`config.mk`:
```
export PLATFORM = sky130hd
export DESIGN_NAME = riscv_v_reduct_seq
export DESIGN_NICKNAME = d
export VERILOG_FILES = /design/src/rtl/riscv_v_pkg.sv /design/src/rtl/riscv_v_reduct_alu.sv /design/src/rtl/riscv_v_reduct_seq.sv
export SDC_FILE = /design/constraint.sdc
export NUM_CORES = 1
export LEC_CHECK = 0
export ABC_AREA = 1
export CAP_MARGIN = 40
export CORE_ASPECT_RATIO = 1.25
export CORE_MARGIN = 3
export CORE_UTILIZATION = 51
export CTS_CLUSTER_DIAMETER = 40
export DETAILED_ROUTE_END_ITERATION = 6
export GPL_ROUTABILITY_DRIVEN = 1
export GPL_TIMING_DRIVEN = 0
export HOLD_SLACK_MARGIN = 0.12
export PLACE_DENSITY = 0.88
export SLEW_MARGIN = 20
export SYNTH_ARGS = -nofsm -noshare
export SYNTH_HDL_FRONTEND = slang
export SYNTH_SLANG_ARGS = --single-unit
```
`constraint.sdc`:
```
create_clock -name clk -period 7.4 [get_ports clk]
set_input_delay 1.48 -clock clk [delete_from_list [all_inputs] [get_ports clk]]
set_output_delay 1.48 -clock clk [all_outputs]
set_load 0.02 [all_outputs]
```
`src/rtl/riscv_v_pkg.sv`:
```
// Shared vector-unit types and constants.
// Element width, reduction op encoding and register-sized data types.
package riscv_v_pkg;

    localparam int RISCV_V_VLEN      = 128;
    localparam int RISCV_V_ELEN      = 32;
    localparam int RISCV_V_MAX_ELEMS = RISCV_V_VLEN / 8;

    typedef logic [RISCV_V_VLEN-1:0]      riscv_v_data_t;
    typedef logic [RISCV_V_MAX_ELEMS-1:0] riscv_v_mask_t;

    typedef enum logic [1:0] {
        SEW8  = 2'd0,
        SEW16 = 2'd1,
        SEW32 = 2'd2
    } riscv_v_sew_e;

    typedef enum logic [2:0] {
        ADD = 3'd0,
        AND = 3'd1,
        OR  = 3'd2,
        XOR = 3'd3,
        MAX = 3'd4,
        MIN = 3'd5
    } riscv_v_reduct_op_e;

endpackage

```
`src/rtl/riscv_v_reduct_alu.sv`:
```
// Reduction datapath: folds one element into the accumulator.
// All results are truncated to the active element width.
module riscv_v_reduct_alu
    import riscv_v_pkg::*;
(
    input  logic [RISCV_V_ELEN-1:0] acc,
    input  logic [RISCV_V_ELEN-1:0] elem,
    input  riscv_v_sew_e            sew,
    input  riscv_v_reduct_op_e      op,
    input  logic                    is_signed,
    output logic [RISCV_V_ELEN-1:0] acc_nxt
);

    logic [RISCV_V_ELEN-1:0] sew_mask;
    logic [RISCV_V_ELEN:0]   acc_ext;
    logic [RISCV_V_ELEN:0]   elem_ext;
    logic                    elem_gt;
    logic [RISCV_V_ELEN-1:0] res;

    // Extend an operand from SEW to ELEN+1 so one comparator serves all widths.
    function automatic logic [RISCV_V_ELEN:0] ext(
        input logic [RISCV_V_ELEN-1:0] v,
        input riscv_v_sew_e            s,
        input logic                    sgn
    );
        logic [RISCV_V_ELEN:0] r;
        unique case (s)
            SEW8:    r = {{25{sgn & v[7]}}, v[7:0]};
            SEW16:   r = {{17{sgn & v[15]}}, v[15:0]};
            default: r = {sgn & v[31], v};
        endcase
        return r;
    endfunction

    // Operand extension, compare and op select, masked back to SEW.
    always_comb begin
        unique case (sew)
            SEW8:    sew_mask = 32'h0000_00FF;
            SEW16:   sew_mask = 32'h0000_FFFF;
            default: sew_mask = 32'hFFFF_FFFF;
        endcase
        acc_ext  = ext(acc, sew, is_signed);
        elem_ext = ext(elem, sew, is_signed);
        elem_gt  = $signed(elem_ext) > $signed(acc_ext);
        unique case (op)
            AND:     res = acc & elem;
            OR:      res = acc | elem;
            XOR:     res = acc ^ elem;
            MAX:     res = elem_gt ? elem : acc;
            MIN:     res = elem_gt ? acc : elem;
            default: res = acc + elem;
        endcase
        acc_nxt = res & sew_mask;
    end

endmodule

```
`src/rtl/riscv_v_reduct_seq.sv`:
```
// Vector reduction sequencer: one element per cycle into a seed.
// Stalls decode while busy and writes element 0 of vd on completion.
module riscv_v_reduct_seq
    import riscv_v_pkg::*;
#(
    parameter int VLEN = RISCV_V_VLEN,
    parameter int ELEN = RISCV_V_ELEN,
    parameter int VL_W = $clog2(VLEN/8) + 1
) (
    input  logic              clk,
    input  logic              rst,
    input  logic              clear_pipe,
    input  logic              start_exe,
    input  logic [VLEN-1:0]   srca_exe,
    input  logic [VLEN-1:0]   srcb_exe,
    input  logic [VLEN/8-1:0] mask_exe,
    input  logic              masked_exe,
    input  logic [1:0]        vsew_exe,
    input  logic [VL_W-1:0]   vl_exe,
    input  logic              is_add_exe,
    input  logic              is_and_exe,
    input  logic              is_or_exe,
    input  logic              is_xor_exe,
    input  logic              is_max_exe,
    input  logic              is_min_exe,
    input  logic              is_signed_exe,
    output logic              busy,
    output logic [VLEN-1:0]   result_data,
    output logic [VLEN/8-1:0] result_be,
    output logic              result_valid
);

    localparam int IDX_W = $clog2(VLEN/8);

    typedef enum logic [1:0] {
        IDLE  = 2'd0,
        ACCUM = 2'd1,
        DONE  = 2'd2
    } state_e;

    state_e             state, state_nxt;
    logic [ELEN-1:0]    acc_q;
    logic [IDX_W-1:0]   idx_q;
    riscv_v_data_t      srcb_q;
    riscv_v_mask_t      mask_q;
    logic               masked_q;
    riscv_v_sew_e       sew_q;
    logic [VL_W-1:0]    vl_q;
    riscv_v_reduct_op_e op_q;
    logic               sgn_q;

    riscv_v_sew_e       sew_in;
    riscv_v_reduct_op_e op_in;
    logic [VL_W-1:0]    vl_lim;
    logic [VL_W-1:0]    vl_in;
    logic [ELEN-1:0]    seed;
    logic               accept;
    logic [ELEN-1:0]    elem;
    logic [ELEN-1:0]    alu_res;
    logic               elem_act;
    logic               last;
    logic               unused_ok;

    assign unused_ok = ^srca_exe[VLEN-1:ELEN];

    // Decode the issue bundle: width, op, clamped vl and SEW-wide seed.
    always_comb begin
        unique case (vsew_exe)
            2'b00:   sew_in = SEW8;
            2'b01:   sew_in = SEW16;
            default: sew_in = SEW32;
        endcase
        unique case (1'b1)
            is_and_exe: op_in = AND;
            is_or_exe:  op_in = OR;
            is_xor_exe: op_in = XOR;
            is_max_exe: op_in = MAX;
            is_min_exe: op_in = MIN;
            default:    op_in = ADD;
        endcase
        unique case (sew_in)
            SEW8: begin
                vl_lim = VL_W'(VLEN/8);
                seed   = ELEN'(srca_exe[7:0]);
            end
            SEW16: begin
                vl_lim = VL_W'(VLEN/16);
                seed   = ELEN'(srca_exe[15:0]);
            end
            default: begin
                vl_lim = VL_W'(VLEN/32);
                seed   = srca_exe[ELEN-1:0];
            end
        endcase
        vl_in  = (vl_exe > vl_lim) ? vl_lim : vl_exe;
        accept = (state == IDLE) && start_exe && !clear_pipe;
    end

    // Select the current element and decide whether it participates.
    always_comb begin
        unique case (sew_q)
            SEW8:    elem = ELEN'(srcb_q[{idx_q, 3'b000} +: 8]);
            SEW16:   elem = ELEN'(srcb_q[{idx_q[IDX_W-2:0], 4'b0000} +: 16]);
            default: elem = srcb_q[{idx_q[IDX_W-3:0], 5'b00000} +: 32];
        endcase
        elem_act = !masked_q || mask_q[idx_q];
        last     = (VL_W'(idx_q) == vl_q - VL_W'(1));
    end

    riscv_v_reduct_alu u_alu (
        .acc       (acc_q),
        .elem      (elem),
        .sew       (sew_q),
        .op        (op_q),
        .is_signed (sgn_q),
        .acc_nxt   (alu_res)
    );

    // State, accumulator, element index and captured operands.
    always_ff @(posedge clk or posedge rst) begin
        if (rst) begin
            state    <= IDLE;
            acc_q    <= '0;
            idx_q    <= '0;
            srcb_q   <= '0;
            mask_q   <= '0;
            masked_q <= 1'b0;
            sew_q    <= SEW8;
            vl_q     <= '0;
            op_q     <= ADD;
            sgn_q    <= 1'b0;
        end else begin
            state <= state_nxt;
            if (accept) begin
                acc_q    <= seed;
                idx_q    <= '0;
                srcb_q   <= srcb_exe;
                mask_q   <= mask_exe;
                masked_q <= masked_exe;
                sew_q    <= sew_in;
                vl_q     <= vl_in;
                op_q     <= op_in;
                sgn_q    <= is_signed_exe;
            end else if (state == ACCUM) begin
                if (elem_act) begin
                    acc_q <= alu_res;
                end
                idx_q <= idx_q + 1'b1;
            end
        end
    end

    // Next state, stall request and writeback; a flush wins over everything.
    always_comb begin
        state_nxt    = state;
        busy         = 1'b0;
        result_valid = 1'b0;
        result_data  = '0;
        result_be    = '0;
        unique case (state)
            IDLE: begin
                if (accept) begin
                    state_nxt = (vl_in == '0) ? DONE : ACCUM;
                end
            end
            ACCUM: begin
                busy = 1'b1;
                if (last) begin
                    state_nxt = DONE;
                end
            end
            DONE: begin
                busy         = 1'b1;
                result_valid = 1'b1;
                result_data  = VLEN'(acc_q);
                unique case (sew_q)
                    SEW8:    result_be = (VLEN/8)'(4'h1);
                    SEW16:   result_be = (VLEN/8)'(4'h3);
                    default: result_be = (VLEN/8)'(4'hF);
                endcase
                state_nxt = IDLE;
            end
            default: state_nxt = IDLE;
        endcase
        if (clear_pipe) begin
            state_nxt    = IDLE;
            result_valid = 1'b0;
            result_data  = '0;
            result_be    = '0;
        end
    end

endmodule

```
# == Word-level counts from Yosys, hierarchy flattened ==
# Cells that the tools add are included.
# classes
addsub,3
n_lt_le_gt_ge,3
eq_ne,13
n_shift,3
muxes,32
n_bitwise,10
reduce_logical,15
# ops
cell,n
$mux 32,6
$pmux 32 s2,3
$pmux 32 s5,1
$pmux 33 s2,2
$mux 128,1
$shiftx 128x8->16,1
$shiftx 128x8->32,1
$shiftx 128x8->8,1
$and 32x32->32,2
$gt 33x33->1,1
$add 32x32->32,1
$or 32x32->32,1
$xor 32x32->32,1
$mux 16,1
$pmux 3 s5,1
$mux 4,3
$pmux 5 s2,1
$eq 2x1->1 const B,4
$logic_not 2->1,4
$mux 2,4
$pmux 2 s2,2
$pmux 4 s2,1
$and 1x1->1,6
$eq 3x2->1 const B,2
other kinds (19),28
# word_totals
regBits,194
out_inout_bits,146
elab_cells,89

# == Depth between registers and ports, before layout ==
# Gate-level depths: netlist (run 1).
# depth
word_depth,11
depth_mapped,32
mapped_depth_nobuf,29

# == Cells and area by module ==
# Synthesis (run 1) repeated with hierarchy kept, for this count alone.
# hier_totals
cells_unflattened,2904
hier_area_um2,18119.9
# by_module_without_submodules
module,n_inst,cells_each,area_per_inst_um2,seq_area_each_um2
riscv_v_reduct_seq,1,1820,12279.3,4854.7
riscv_v_reduct_alu,1,1084,5840.6,0.0

# == Least setup slack after synthesis (run 1) ==
# Ideal clock, no wire load.
# synth_timing
path_kind,input -> output
start,input port clear_pipe
end,output port result_be[3]
t_arrival_ns,2.696
required_time_ns,5.920
setup_slack_ns,3.224
stages,4
cell_sequence,nor2_1 -> clkinv_1 -> nor2_1 -> buf_4
# synth_between
elab_chain_len,1
# synth_rtl
item,line_no,rtl
"start, declared",riscv_v_reduct_seq.sv:12,"input logic clear_pipe,"
$mux 16,riscv_v_reduct_seq.sv:185,if (clear_pipe) begin
"end, declared",riscv_v_reduct_seq.sv:29,"output logic [VLEN/8-1:0] result_be,"
# No other way between the ends.

# == Worst setup path in the final report (run 1) ==
# layout_timing
start,register sew_q[1]
end,register acc_q[26]
# layout_between
elab_chain_len,11
elab_cells_between_ends,21
# layout_rtl
item,line_no,rtl
"start, declared",riscv_v_reduct_seq.sv:47,riscv_v_sew_e sew_q;
"start signal, assigned",riscv_v_reduct_seq.sv:140,sew_q <= sew_in;
$eq 2x1->1 or $logic_not 2->1 (tied branches),"riscv_v_reduct_alu.sv:27, riscv_v_reduct_alu.sv:37, riscv_v_reduct_seq.sv:101",
$pmux 32 s2,riscv_v_reduct_seq.sv:101,unique case (sew_q)
$and 1x1->1 (on tied branches),"riscv_v_reduct_alu.sv:28, riscv_v_reduct_alu.sv:29, riscv_v_reduct_alu.sv:30",
$pmux 33 s2,riscv_v_reduct_alu.sv:27,unique case (s)
$gt 33x33->1,riscv_v_reduct_alu.sv:44,elem_gt = $signed(elem_ext) > $signed(acc_ext);
$mux 32 (on tied branches),"riscv_v_reduct_alu.sv:50, riscv_v_reduct_alu.sv:49",
$pmux 32 s5,riscv_v_reduct_alu.sv:45,unique case (op)
$and 32x32->32 (*),riscv_v_reduct_alu.sv:53,acc_nxt = res & sew_mask;
$mux 32 (*),riscv_v_reduct_seq.sv:145,if (elem_act) begin
$mux 32 (*),riscv_v_reduct_seq.sv:144,end else if (state == ACCUM) begin
$mux 32 (*),riscv_v_reduct_seq.sv:134,if (accept) begin
"end signal, assigned",riscv_v_reduct_seq.sv:146,acc_q <= alu_res;
"end, declared",riscv_v_reduct_seq.sv:42,logic [ELEN-1:0] acc_q;
# Every way passes the cells marked *; elsewhere a longest branch is shown, timed or not. The select of a mux whose other input is x is not followed.
# A chain may end at the register's enable or synchronous reset.

==> results of run 1 <==
==> cell type report <==
type / count / area (um2) / share of cell area (%)
clock buffer: 18 / 439 / 2.09
tap: 418 / 523 / 2.49
sequential: 194 / 4850 / 23.1
buffer: 245 / 1580 / 7.53
timing repair buffer: 235 / 2370 / 11.3
inverter: 194 / 736 / 3.50
clock inverter: 14 / 159 / 0.755
multi-input combinational: 2088 / 10400 / 49.3
==> final timing paths <==
| kind | endpoint | cells after the start | start | slack [ns] |
|---|---|---|---|---|
| hold / removal | srcb_q[123]$_DFFE_PP0P_ | 2 | srcb_q[123]$_DFFE_PP0P_ | 0.48 |
| setup reg to reg | acc_q[26]$_DFFE_PP0P_ | 21 | sew_q[1]$_DFFE_PP0P_ | 1.86 |
| max in group asynchronous | srcb_q[36]$_DFFE_PP0P_ | 3 | rst | 4.90 |
| setup / recovery | acc_q[26]$_DFFE_PP0P_ | 21 | sew_q[1]$_DFFE_PP0P_ | 1.86 |
| min in group asynchronous | mask_q[8]$_DFFE_PP0P_ | 2 | rst | 1.53 |
| hold reg to reg | srcb_q[123]$_DFFE_PP0P_ | 2 | srcb_q[123]$_DFFE_PP0P_ | 0.48 |
==> worst reg2reg max path, cell delays in order, from the launching register on <==
cell and delay [ns]:
sky130_fd_sc_hd__dfrtp_1 0.48, sky130_fd_sc_hd__nor2_2 0.57, sky130_fd_sc_hd__inv_1 0.32, sky130_fd_sc_hd__clkbuf_1 0.41, sky130_fd_sc_hd__a21oi_1 0.32, sky130_fd_sc_hd__nand2_1 0.08, sky130_fd_sc_hd__nand3_1 0.36, sky130_fd_sc_hd__inv_1 0.10
sky130_fd_sc_hd__ha_1 0.32, sky130_fd_sc_hd__fa_1 0.45, sky130_fd_sc_hd__nand3_1 0.10, sky130_fd_sc_hd__nand2_1 0.12, sky130_fd_sc_hd__a21boi_1 0.49, sky130_fd_sc_hd__o21ai_0 0.26, sky130_fd_sc_hd__nand2_1 0.11, sky130_fd_sc_hd__nand2_1 0.16
sky130_fd_sc_hd__nand4_1 0.23, sky130_fd_sc_hd__nand2_1 0.08, sky130_fd_sc_hd__nand2_1 0.08, sky130_fd_sc_hd__nand3_1 0.09, sky130_fd_sc_hd__nand3_1 0.18, sky130_fd_sc_hd__a21oi_1 0.09
==> flip-flops by register name (all words and copies together), names as in the netlist <==
register	cells
sew_q	2
sgn_q	1
masked_q	1
acc_q	32
idx_q	4
op_q	3
state	2
srcb_q	128
vl_q	5
mask_q	16
==> power by group through the flow <==
stage / sequential, mW / clock [mW] / combinational, mW
2_1_floorplan: 1.77 / 0 / 5.38
3_3_place_gp: 1.97 / 0 / 7.50
3_5_place_dp: 1.98 / 0 / 7.65
4_1_cts: 1.97 / 0.954 / 7.71
5_1_grt: 2.03 / 0.995 / 8.66
6_report: 2.00 / 0.953 / 7.98
==> layer usage <==
layer	vias to the layer above	wire length, um	GRT usage [%]
met4	0	7640	34.0
met1	9306	26700	47.3
met2	1334	35000	68.4
met5	-	0	0
met3	374	6560	6.68
li1	9094	-	-
==> logic make-up after synthesis <==
family | Yosys count | share of synthesized area [%]
and+or+nand+nor | 1409 | 34.3
adders and majority gates | 107 | 7.86
AOI/OAI and AO/OA | 450 | 15.3
other | 1 | 0.0219
xor gates and xnor gates | 14 | 0.715
DFF | 194 | 28.3
buffers and inverters | 439 | 13.5
==> placed cells by master (no fill, tap or decap), types with 11 or more instances in the layout <==
cell type	count
sky130_fd_sc_hd__nand2_1	891
sky130_fd_sc_hd__nand3_1	303
sky130_fd_sc_hd__clkdlybuf4s50_1	231
sky130_fd_sc_hd__dfrtp_1	194
sky130_fd_sc_hd__a21oi_1	188
sky130_fd_sc_hd__inv_1	182
sky130_fd_sc_hd__nor2_1	161
sky130_fd_sc_hd__o21ai_0	125
sky130_fd_sc_hd__buf_4	123
sky130_fd_sc_hd__conb_1	108
sky130_fd_sc_hd__ha_1	106
sky130_fd_sc_hd__clkbuf_1	52
sky130_fd_sc_hd__buf_2	36
sky130_fd_sc_hd__buf_6	21
sky130_fd_sc_hd__a31oi_1	20
sky130_fd_sc_hd__clkbuf_16	17
sky130_fd_sc_hd__a21oi_2	15
sky130_fd_sc_hd__a211oi_1	15
sky130_fd_sc_hd__o221ai_1	15
sky130_fd_sc_hd__buf_1	14
sky130_fd_sc_hd__o21ai_1	12
sky130_fd_sc_hd__nand4_1	11
==> impl.org, run 1 <==
** Placed design
- Count of input and output buffers :: 231
- The number of placed instances, taps included, is 3,373.
- Dpl ws :: 1.98 ns
- The placed instances occupy a cell area of 20,400 um2.
- Gp weighted congestion :: 1.07
- Once detailed placement completed, the half-perimeter wirelength came to 60.9 mm.

** Critical path
- Along the worst path, the maximum fanout reaches 10.
- Cell family contributing the most delay on the critical path :: simple AND/OR/NAND/NOR gates
- Signal arrival time at the worst endpoint :: 5.88 ns
- The signal on the critical path passes through nor2_2 > inv_1 > clkbuf_1 > a21oi_1 > nand2_1 > nand3_1 > inv_1 > ha_1 > fa_1 > nand3_1 > nand2_1 > a21boi_1 > o21ai_0 > nand2_1 > nand2_1 > nand4_1 > nand2_1 > nand2_1 > nand3_1 > nand3_1 > a21oi_1.
- For this run, the slowest stage of the critical path takes 0.56 ns.
- Startpoint class of the critical path :: flop
- Data on the critical path is required at its endpoint by 7.74 ns.
- The number of buffers and inverters on the critical path is 3.
- Kind of end point of the critical path :: flop
- Among all stages on the critical path, the largest delay is contributed by sky130_fd_sc_hd__nor2_2.
- CP most frequent cell :: sky130_fd_sc_hd__nand2_1
- Worst Path Class, Setup :: flop to flop

** Timing
- The total count of max-transition violations in the final report was 0.
- Final hold slack :: 0.484 ns
- Final critical-path required period :: 5.54 ns
- PnR worst setup slack :: 1.86 ns
- Max transition margin :: 34.6%
- Slew at the pin closest to its max-slew limit :: 0.980 ns
- Worst clock skew :: 0.0126 ns
- The final critical path takes up 74.8% of the cycle.
- For this run, the top clock speed supported by timing is 0.181 GHz.
- Unrepaired setup endpoints after global routing :: no
- Setup violations remaining at the end of the flow were counted as 0.
- The final number of hold-violating endpoints is 0.
- For the final routed database, the setup TNS stands at 0 ns.

** CTS
- CTS-repair resized insts :: 0
- Setup bufs post-CTS :: 0
- CTS placed an instance of sky130_fd_sc_hd__clkbuf_16 at the clock tree root.
- Cts-stage hold buffer count :: 0
- Source-to-sink clock delay at the later pin of the worst-skew pair :: 0.46 ns
- H-tree levels :: 4
- CTS buffer count :: 17
- The longest clock path from root to sink contains 2 buffers.
- The clock net in this run drives a total of 194 sinks.
- TritonCTS clock tree :: yes
- Clock-pin slew on the worst setup and hold paths :: 0.08 ns

** Die
- Initial Utilization :: 52.1%
- From left edge to right edge, the die measures 170 um.
- Overall die height :: 211 um
- Area of the core :: 32,900 um2
- 437 I/O pins were placed.
- The die covers 35,900 um2.
- The floorplan has 74 rows.

** GRT
- Summed over all layers, the global routing overflow is 0.
- Entering global routing, the biggest net connects 104 pins.
- The first global-routing pass estimated 113 mm of wire.
- Global router's overall resource usage :: 41.5%
- The via count of the first global-routing pass is 19,476.
- Number of antenna violations at the first check in global routing :: 0

** Power
- The share of total power dissipated in sequential elements is 18.3%.
- Cell internal power was estimated by the tool at 4.51 mW.
- Summed over all nets, the switching power comes to 6.43 mW.
- Switch share :: 58.8%
- Combinational logic is responsible for 73.0% of the overall power.
- VDD IR max :: 0.228 mV
- The share of total power dissipated in the clock network is 8.7%.
- LEAKAGE :: 10.8 nW
- The design draws 10.9 mW.
- Ratio of total power to cell area :: 520 nW/um2

** Cells and area
- The finished cells cover 21,000 um2.
- # nets final :: 3,373
- The post-route netlist has 8.90% of its cells at a drive strength greater than 1.
- The number of antenna diodes in the final layout is 0.
- The area growth from synthesis to layout is 22.8%.
- The finished layout holds 3,406 standard cells, fillers aside.
- Final standard cell utilization of the core :: 64.0%
- Fill cells in the final layout number 2,966.

** Route
- Summing over every cut layer, the via total after detailed routing is 20,108.
- The count of nets left with antenna violations once routing finished came out at 0.
- Drt via density :: 5.90
- In the final routed layout, each cell accounts on average for 22.3 um.
- In this run, the number of DRC markers left after iteration 0 of detailed routing was 2,274.
- For this run, design rule violations remaining after detail routing come to 0.
- Total routed wirelength :: 75.9 mm
- The first TritonRoute pass finished after 6 iterations.

** Yosys
- Async S/R FF share, synth :: 100%
- Number of enable-type register cells in the synthesized netlist :: 0
- Sorting the synthesized cells by area gives the leading types as sky130_fd_sc_hd__dfrtp_1 28%, sky130_fd_sc_hd__nand2_1 20%, sky130_fd_sc_hd__nand3_1 8.8%, sky130_fd_sc_hd__ha_1 7.7%, sky130_fd_sc_hd__a21oi_1 5.5%.
- After synthesis the cells add up to 17,100 um2.
- Dividing the synthesized area by the synthesized cell count gives 6.56 um2.
- By count the netlist is led by 891 x sky130_fd_sc_hd__nand2_1, 303 x sky130_fd_sc_hd__nand3_1, 194 x sky130_fd_sc_hd__dfrtp_1.
- The number of different library cells used by synthesis comes to 53.
- Cell taking the most area after synthesis :: sky130_fd_sc_hd__dfrtp_1
- During synthesis, Yosys emitted a total of 0 warnings.
- Fraction of post-synthesis cell area in the top cell type by area :: 28.3%
- In the synthesized netlist the dominant register cell turns out to be sky130_fd_sc_hd__dfrtp_1.
- Post-synthesis sequential element count :: 194
- Yosys instantiated no cell more often than sky130_fd_sc_hd__nand2_1.
- Count of mapped cells out of synthesis :: 2,614
- Sequential element share of the synthesized area :: 28.3%

** Job
- Reported max-cap violation count :: 0

** Status
- The run finished with clean final reports.

** Min path
- Type of the tightest min-delay check :: flop to flop
(Power assumes the default switching activity.)
==> run 2, diff against run 1 <==
==> constraint.sdc (replaced) <==
create_clock -name clk -period 5.4 [get_ports clk]
set_input_delay 1.08 -clock clk [delete_from_list [all_inputs] [get_ports clk]]
set_output_delay 1.08 -clock clk [all_outputs]
set_load 0.02 [all_outputs]
==> run 2 against run 1 <==
Compared with the run above:
- the flow now finishes with violations (design-rule violations)
- largest power group unchanged
- critical path depth down 3
- clock skew up 0.0043 ns
- largest cell class unchanged
- flip-flop and latch count unchanged
- highest routed layer unchanged
- via count up 1.1%
==> impl.org, run 2 (synthesis results as in run 1) <==
** Critical path
- The data required time at the worst endpoint was 5.75 ns (was 7.74 ns).
- Highest net fanout along the worst path :: 10 (unchanged)
- The type of element launching the critical path is a flop (unchanged).
- The arrival time at the worst endpoint is 5.52 ns (was 5.88 ns).
- Kind of end point of the critical path :: flop (unchanged)
- The kind of critical path is flop to flop (unchanged).

** Timing
- The relative slew slack is 36.5% (was 34.6%).
- The post-layout minimum cycle time is 5.17 ns (was 5.54 ns).
- Maximum clock rate :: 0.193 GHz (was 0.181 GHz)
- The final count of negative-setup-slack endpoints came to 0 (unchanged).
- Unrepaired setup endpoints after global routing: no (unchanged).
- The total negative slack is 0 ns (unchanged).
- Final hold slack :: 0.476 ns (was 0.484 ns)
- The slew at the pin with the worst max-slew slack came to 0.950 ns (was 0.980 ns).
- Number of failing hold endpoints at the final stage :: 0 (unchanged)
- The fraction of the cycle the final worst path needs came to 95.7% (was 74.8%).
- The post-route clock skew came to 0.0169 ns (was 0.0126 ns).
- The total count of max-transition violations in the final report was 0 (unchanged).

** Cells and area
- The share of post-route cells with drive strength above 1 was 9.09% (was 8.90%).
- The final-stage net count was 3,379 (was 3,373).
- The post-route non-filler standard cell count is 3,411 (was 3,406).
- Final standard cell utilization of the core :: 64.3% (was 64.0%)
- The sequential cell area is 4850 um2 (unchanged).
- Max reg flops :: 128 (unchanged)
- The area growth from synthesis to layout was 23.2% (was 22.8%).
- The number of diodes added for antenna fixing is 0 (unchanged).
- The number of inserted filler cells in the final layout came to 2,957 (was 2,966).
- Most common cell after layout, fill and taps aside :: sky130_fd_sc_hd__nand2_1 (unchanged)
- Largest registers :: srcb_q x128, acc_q x32, mask_q x16 (unchanged)
- The area of the multi-input gates is 10,400 um2 (about the same).
- Top library cells by usage in the layout, fill and taps aside :: 891 x sky130_fd_sc_hd__nand2_1, 303 x sky130_fd_sc_hd__nand3_1, 231 x sky130_fd_sc_hd__clkdlybuf4s50_1 (unchanged)
- Register with the most flip-flops :: srcb_q (unchanged)

** CTS
- The number of buffers on the longest clock path was 2 (unchanged).
- Source-to-sink clock delay at the later pin of the worst-skew pair :: 0.47 ns (was 0.46 ns)
- The number of clock sinks came to 194 (unchanged).
- The count of instances resized after the clock tree is built came to 0 (unchanged).
- The H-tree depth came to 4 (unchanged).
- The number of hold buffers added after cts was 0 (unchanged).
- TritonCTS clock tree :: yes (unchanged)
- Setup bufs post-CTS :: 0 (unchanged)
- The cell at the root of the clock tree is sky130_fd_sc_hd__clkbuf_16 (unchanged).
- CTS buffer count :: 17 (unchanged)
- Clock-pin slew on the worst setup and hold paths :: 0.08 ns (about the same)

** Power
- Ratio of total power to cell area :: 718 nW/um2 (was 520 nW/um2)
- The worst supply voltage drop on vdd is 0.439 mV (was 0.228 mV).
- The total leakage power is 10.8 nW (about the same).

** Route
- Antenna Nets Post-Route :: 0 (unchanged)
- Average detailed-routed wire length per instance :: 22.8 um (was 22.3 um)
- Total routed wirelength :: 77.9 mm (was 75.9 mm)
- Vias after detailed routing :: 20,322 (was 20,108)
- DRT Pass-1 Iters :: 7 (was 6)
- Detailed router's first-iteration violation count :: 2,287 (was 2,274)
- Drt via density :: 5.96 (was 5.90)
- The DRC violation count after routing came to 1 (was 0).

** Status
- Result of the run :: finished, violations left (was complete, no violations)
- The checks that failed: design-rule violations.

** Placed design
- The placer's final routability congestion estimate was 1.06 (was 1.07).
- The HPWL after detailed placement came to 61.8 mm (was 60.9 mm).
- Inst Count DP :: 3,378 (was 3,373)
- Count of input and output buffers :: 231 (unchanged)

** GRT
- The maximum number of pins on one net before global-route repair was 35 (was 104).
- The number of antenna violations at the first check in global routing is 0 (unchanged).
- The via count of the first global-routing pass was 19,617 (was 19,476).
- Wire length of the first global-routing pass :: 116 mm (was 113 mm)
- The total track usage came to 42.7% (was 41.5%).
- The residual overflow from global routing was 0 (unchanged).

** Die
- Die Area :: 35,900 um2 (unchanged)
- Placement row count :: 74 (unchanged)
- The core area came to 32,900 um2 (unchanged).
- The height of the chip is 211 um (unchanged).
- Die boundary width :: 170 um (unchanged)
- The starting density of the core was 52.1% (unchanged).
- I/O pin count :: 437 (unchanged)

** Min path
- The worst hold-check path type is flop to flop (unchanged).

** Job
- The total of max-cap violations is 0 (unchanged).
-- run 2: cell types whose count changed in the layout (fill, tap and decap cells not counted), moves of 2 or more --
cell	before	now
sky130_fd_sc_hd__buf_12	0	5
sky130_fd_sc_hd__buf_6	21	19
sky130_fd_sc_hd__clkinv_8	3	1
sky130_fd_sc_hd__clkinvlp_4	0	2
-- run 2: final timing paths --
path                       depth (start not counted)                   from  slack (ns)                      to
min in group asynchronous                          2                    rst        1.02  srcb_q[33]$_DFFE_PP0P_
setup / recovery                                  18   sew_q[1]$_DFFE_PP0P_        0.23   acc_q[26]$_DFFE_PP0P_
setup reg to reg                                  18   sew_q[1]$_DFFE_PP0P_        0.23   acc_q[26]$_DFFE_PP0P_
hold reg to reg                                    2  mask_q[6]$_DFFE_PP0P_        0.48   mask_q[6]$_DFFE_PP0P_
max in group asynchronous                          6                    rst        3.18  mask_q[12]$_DFFE_PP0P_
hold / removal                                     2  mask_q[6]$_DFFE_PP0P_        0.48   mask_q[6]$_DFFE_PP0P_
-- run 2: per-layer routing --
| layer | track usage [%] | wire length (um) | up-vias |
|---|---|---|---|
| met5 | 0 | 0 | - |
| met4 | 32.7 | 7140 | 0 |
| met3 | 8.57 | 8010 | 354 |
| met2 | 70.2 | 36200 | 1444 |
| met1 | 48.8 | 26600 | 9411 |
| li1 | - | - | 9113 |
-- run 2: worst max-delay path, cell delays in order (launching register included) --
cell and delay [ns]:
sky130_fd_sc_hd__dfrtp_1 0.51, sky130_fd_sc_hd__buf_2 0.40, sky130_fd_sc_hd__buf_2 0.40, sky130_fd_sc_hd__buf_1 0.54, sky130_fd_sc_hd__clkbuf_1 0.64, sky130_fd_sc_hd__a21oi_2 0.11
sky130_fd_sc_hd__ha_1 0.33, sky130_fd_sc_hd__nand2_1 0.05, sky130_fd_sc_hd__inv_1 0.08, sky130_fd_sc_hd__nand4_1 0.26, sky130_fd_sc_hd__nor3_1 0.42, sky130_fd_sc_hd__a21oi_1 0.18
sky130_fd_sc_hd__nand2_4 0.16, sky130_fd_sc_hd__clkbuf_1 0.43, sky130_fd_sc_hd__nand3_1 0.13, sky130_fd_sc_hd__nand3_1 0.12, sky130_fd_sc_hd__nand3_1 0.07, sky130_fd_sc_hd__nand3_1 0.11
sky130_fd_sc_hd__a21oi_1 0.08
-- run 2: per-stage QoR --
step / power (mW) / cell area [um2] / worst slack, ns
after floorplan: 9.79 / 17500 / 1.82
after global placement: 13.1 / 20400 / 0.359
after detailed placement: 13.4 / 20500 / 0.388
after CTS: 14.7 / 21100 / 0.353
after global routing: 16.1 / 21100 / 0.0554
final: 15.2 / 21100 / 0.230
-- run 2: cell type report --
cell class,count,area share [%]
Buffer,245,7.50
Clock buffer,18,2.08
Clock inverter,13,0.628
Inverter,194,3.47
Multi-Input combinational cell,2088,49.1
Sequential cell,194,23.0
Tap cell,418,2.48
Timing Repair Buffer,241,11.7
-- run 2: report_power, final --
| part | switching, mW | total (mW) | internal [mW] |
|---|---|---|---|
| logic | 7.63 | 11.1 | 3.50 |
| registers | 0.708 | 2.76 | 2.05 |
| clock network | 0.660 | 1.29 | 0.626 |
| total | 8.99 | 15.2 | 6.17 |
==> run 3, diff against run 2 <==
--- a/config.mk
+++ b/config.mk
@@ -7,7 +7,6 @@
 export LEC_CHECK = 0
 export ABC_AREA = 1
 export CAP_MARGIN = 40
-export CORE_ASPECT_RATIO = 1.25
 export CORE_MARGIN = 3
 export CORE_UTILIZATION = 51
 export CTS_CLUSTER_DIAMETER = 40
==> run 3 against run 2 <==
Compared with the run above:
- the run still ends with design-rule violations left
- global-route usage decreased by 1.2 points
- critical path depth increased by 6
- critical endpoint is now acc_q[23]$_DFFE_PP0P_
- highest routed layer unchanged
- power decreased by 1.1%
==> impl.org, run 3 (synthesis results as in run 1) <==
** Status
- Result of the run: finished, violations left (unchanged).
- Violated checks :: design-rule violations (unchanged)

** Critical path
- Startpoint class of the critical path :: flop (unchanged)
- The slack of the worst reg-to-reg path came to 0.16 ns (was 0.23 ns).
- Max incr delay on CP :: 0.78 ns (was 0.64 ns)
- The kind of critical path was flop to flop (unchanged).
- The arrival time at the worst endpoint came to 5.58 ns (was 5.52 ns).
- CP most frequent cell :: sky130_fd_sc_hd__nand3_1 (unchanged)
- Worst-path cell chain :: clkbuf_1 > buf_2 > nand3_1 > nand3_1 > nand2_1 > nand2_1 > nand3_1 > inv_1 > ha_1 > nand2_1 > inv_1 > nand2_1 > nand2_1 > o21ai_1 > nand3_1 > nand2_2 > nand2_2 > nand2_4 > clkbuf_1 > nand3_1 > nand3_1 > nand3_1 > nand3_1 > a21oi_1 (was buf_2 > buf_2 > buf_1 > clkbuf_1 > a21oi_2 > ha_1 > nand2_1 > inv_1 > nand4_1 > nor3_1 > a21oi_1 > nand2_4 > clkbuf_1 > nand3_1 > nand3_1 > nand3_1 > nand3_1 > a21oi_1)
- The peak fanout along the critical path is 10 (unchanged).
- The sort of element at the end of the critical path is a flop (unchanged).
- Slowest cell on the critical path :: sky130_fd_sc_hd__clkbuf_1 (unchanged)
- Data required time of the worst path :: 5.74 ns (was 5.75 ns)

** Job
- Reported max-cap violation count :: 0 (unchanged)

** Route
- Detailed router's first-iteration violation count :: 2,533 (was 2,287)
- The DRC violation count after routing was 5 (was 1).
- The detailed-route wire length is 76.8 mm (was 77.9 mm).
- DRT Pass-1 Iters :: 7 (unchanged)
- Average detailed-routed wire length per instance :: 22.4 um (was 22.8 um)
- Drt via density :: 5.91 (was 5.96)
- Antenna Nets Post-Route :: 0 (unchanged)
- Vias after detailed routing :: 20,305 (was 20,322)

** Cells and area
- # nets final :: 3,379 (unchanged)
- Top library cells by usage in the layout, fill and taps aside: 891 x sky130_fd_sc_hd__nand2_1, 303 x sky130_fd_sc_hd__nand3_1, 231 x sky130_fd_sc_hd__clkdlybuf4s50_1 (unchanged).
- The post-route cell area was 21,100 um2 (about the same).
- Register with the most flip-flops :: srcb_q (unchanged)
- The flip-flop count of the largest register, all copies and words added is 128 (unchanged).
- The post-route non-filler standard cell count was 3,436 (was 3,411).
- The number of diodes added for antenna fixing was 0 (unchanged).
- The most frequent standard cell in the layout excluding fill and tap cells is sky130_fd_sc_hd__nand2_1 (unchanged).
- Share of layout cells above drive strength 1 :: 9.02% (was 9.09%)
- The area growth from synthesis to layout is 23.3% (was 23.2%).
- Largest registers :: srcb_q x128, acc_q x32, mask_q x16 (unchanged)

** GRT
- Remaining global-route overflow :: 0 (unchanged)
- Global router's overall resource usage :: 41.5% (was 42.7%)
- The via count of the first global-routing pass was 19,309 (was 19,617).
- Number of antenna violations at the first check in global routing :: 0 (unchanged)
- Pin count of the biggest net entering global routing :: 36 (was 35)
- Wire length of the first global-routing pass :: 113 mm (was 116 mm)

** Timing
- The post-layout minimum cycle time came to 5.24 ns (was 5.17 ns).
- The fraction of the cycle the final worst path needs was 97.1% (was 95.7%).
- Final count of pins violating max slew :: 0 (unchanged)
- Worst clock skew :: 0.0132 ns (was 0.0169 ns)
- The maximum frequency from static timing analysis was 0.191 GHz (was 0.193 GHz).
- Unrepaired setup endpoints after global routing: no (unchanged).
- The final hold slack is 0.477 ns (was 0.476 ns).
- The total negative slack came to 0 ns (unchanged).
- The relative slew slack is 34.5% (was 36.5%).
- Number of setup violations in the final report :: 0 (unchanged)
- Number of failing hold endpoints at the final stage :: 0 (unchanged)
- Slew at the pin closest to its max-slew limit :: 0.983 ns (was 0.950 ns)

** Die
- The die footprint came to 35,800 um2 (was 35,900 um2).
- Placement row count :: 66 (was 74)
- The core area is 32,900 um2 (about the same).
- Die boundary width :: 189 um (was 170 um)
- Overall die height :: 189 um (was 211 um)
- The number of top-level pins came to 437 (unchanged).
- The starting density of the core was 52.1% (about the same).

** CTS
- The number of clock sinks was 194 (unchanged).
- The register clock-pin slew on the reported worst setup and hold paths came to 0.08 ns (about the same).
- The H-tree depth is 4 (unchanged).
- CTS buffer count :: 17 (unchanged)
- The clock tree from TritonCTS was yes (unchanged).
- Source-to-sink clock delay at the later pin of the worst-skew pair :: 0.47 ns (about the same)
- Setup bufs post-CTS :: 0 (unchanged)
- CTS-repair resized insts :: 0 (unchanged)
- Cts-stage hold buffer count :: 0 (unchanged)
- The cell at the root of the clock tree is sky130_fd_sc_hd__clkbuf_16 (unchanged).
- Maximum buffer depth of the clock tree :: 2 (unchanged)

** Power
- The power per cell area was 710 nW/um2 (was 718 nW/um2).
- The total leakage power is 10.8 nW (about the same).
- VDD IR max :: 0.603 mV (was 0.439 mV)

** Placed design
- Total placed instance area :: 20,600 um2 (was 20,500 um2)
- The placer's final routability congestion estimate was 1.08 (was 1.06).
- Inst Count DP :: 3,402 (was 3,378)
- Count of input and output buffers :: 231 (unchanged)
- The HPWL after detailed placement came to 61.0 mm (was 61.8 mm).

** Min path
- Type of the tightest min-delay check :: flop to flop (unchanged)
-- run 3: cell types whose count changed in the layout (fill, tap and decap cells not counted), sizes merged --
cell and delta:
clkinvlp +3, clkdlybuf4s15 -1, inv -7, clkbuf +4, clkinv +1, buf +1
-- run 3: worst max-delay path: cells and delay by family (launching register included) --
| kind | cells | cell delay (ns) |
|---|---|---|
| compound gates | 2 | 0.32 |
| fa+ha+maj | 1 | 0.28 |
| buf+inv | 5 | 1.96 |
| flops | 1 | 0.51 |
| simple gates | 16 | 2.05 |
-- run 3: report_power, final --
part           switching, mW  leakage [nW]  total [mW]  internal [mW]
combinational           7.46          8.14        11.0           3.50
clock                  0.621         0.261        1.25          0.631
sequential             0.740          2.39        2.79           2.05
total                   8.82          10.8        15.0           6.18
-- run 3: final timing paths --
| path | cells after the start | start | to |
|---|---|---|---|
| min in group asynchronous | 2 | rst | srcb_q[63]$_DFFE_PP0P_ |
| max reg2reg | 24 | idx_q[2]$_DFFE_PP0P_ | acc_q[23]$_DFFE_PP0P_ |
| min reg2reg | 2 | mask_q[6]$_DFFE_PP0P_ | mask_q[6]$_DFFE_PP0P_ |
| max | 24 | idx_q[2]$_DFFE_PP0P_ | acc_q[23]$_DFFE_PP0P_ |
| min | 2 | mask_q[6]$_DFFE_PP0P_ | mask_q[6]$_DFFE_PP0P_ |
| max in group asynchronous | 5 | rst | acc_q[12]$_DFFE_PP0P_ |
-- run 3: final cells by class --
class	instances	area (um2)
clock inverters	10	77.6
fillers	2955	11700
multi-input cells	2088	10400
well taps	442	553
flip-flops and latches	194	4850
repair buffers	241	2480
inverters	194	732
clock buffers	22	474
plain buffers	245	1580
-- run 3: through the flow --
| step | setup slack, ns | total power, mW | utilization, % |
|---|---|---|---|
| 2_1_floorplan | 1.82 | 9.79 | - |
| 3_3_place_gp | 0.312 | 13.0 | 62.1 |
| 3_5_place_dp | 0.521 | 13.2 | 62.6 |
| 4_1_cts | 0.483 | 14.5 | 64.2 |
| 5_1_grt | 0.0265 | 15.9 | 64.3 |
| 6_report | 0.155 | 15.0 | 64.3 |
-- run 3: layer usage --
metal | part of all wire [%] | vias up | routed length (um) | global-route usage, %
met5 | 0 | - | 0 | 0
met4 | 7.9 | 0 | 6040 | 28.3
met3 | 11 | 344 | 8760 | 9.28
met2 | 45 | 1556 | 34300 | 66.1
met1 | 36 | 9322 | 27700 | 50.2
li1 | - | 9083 | - | -
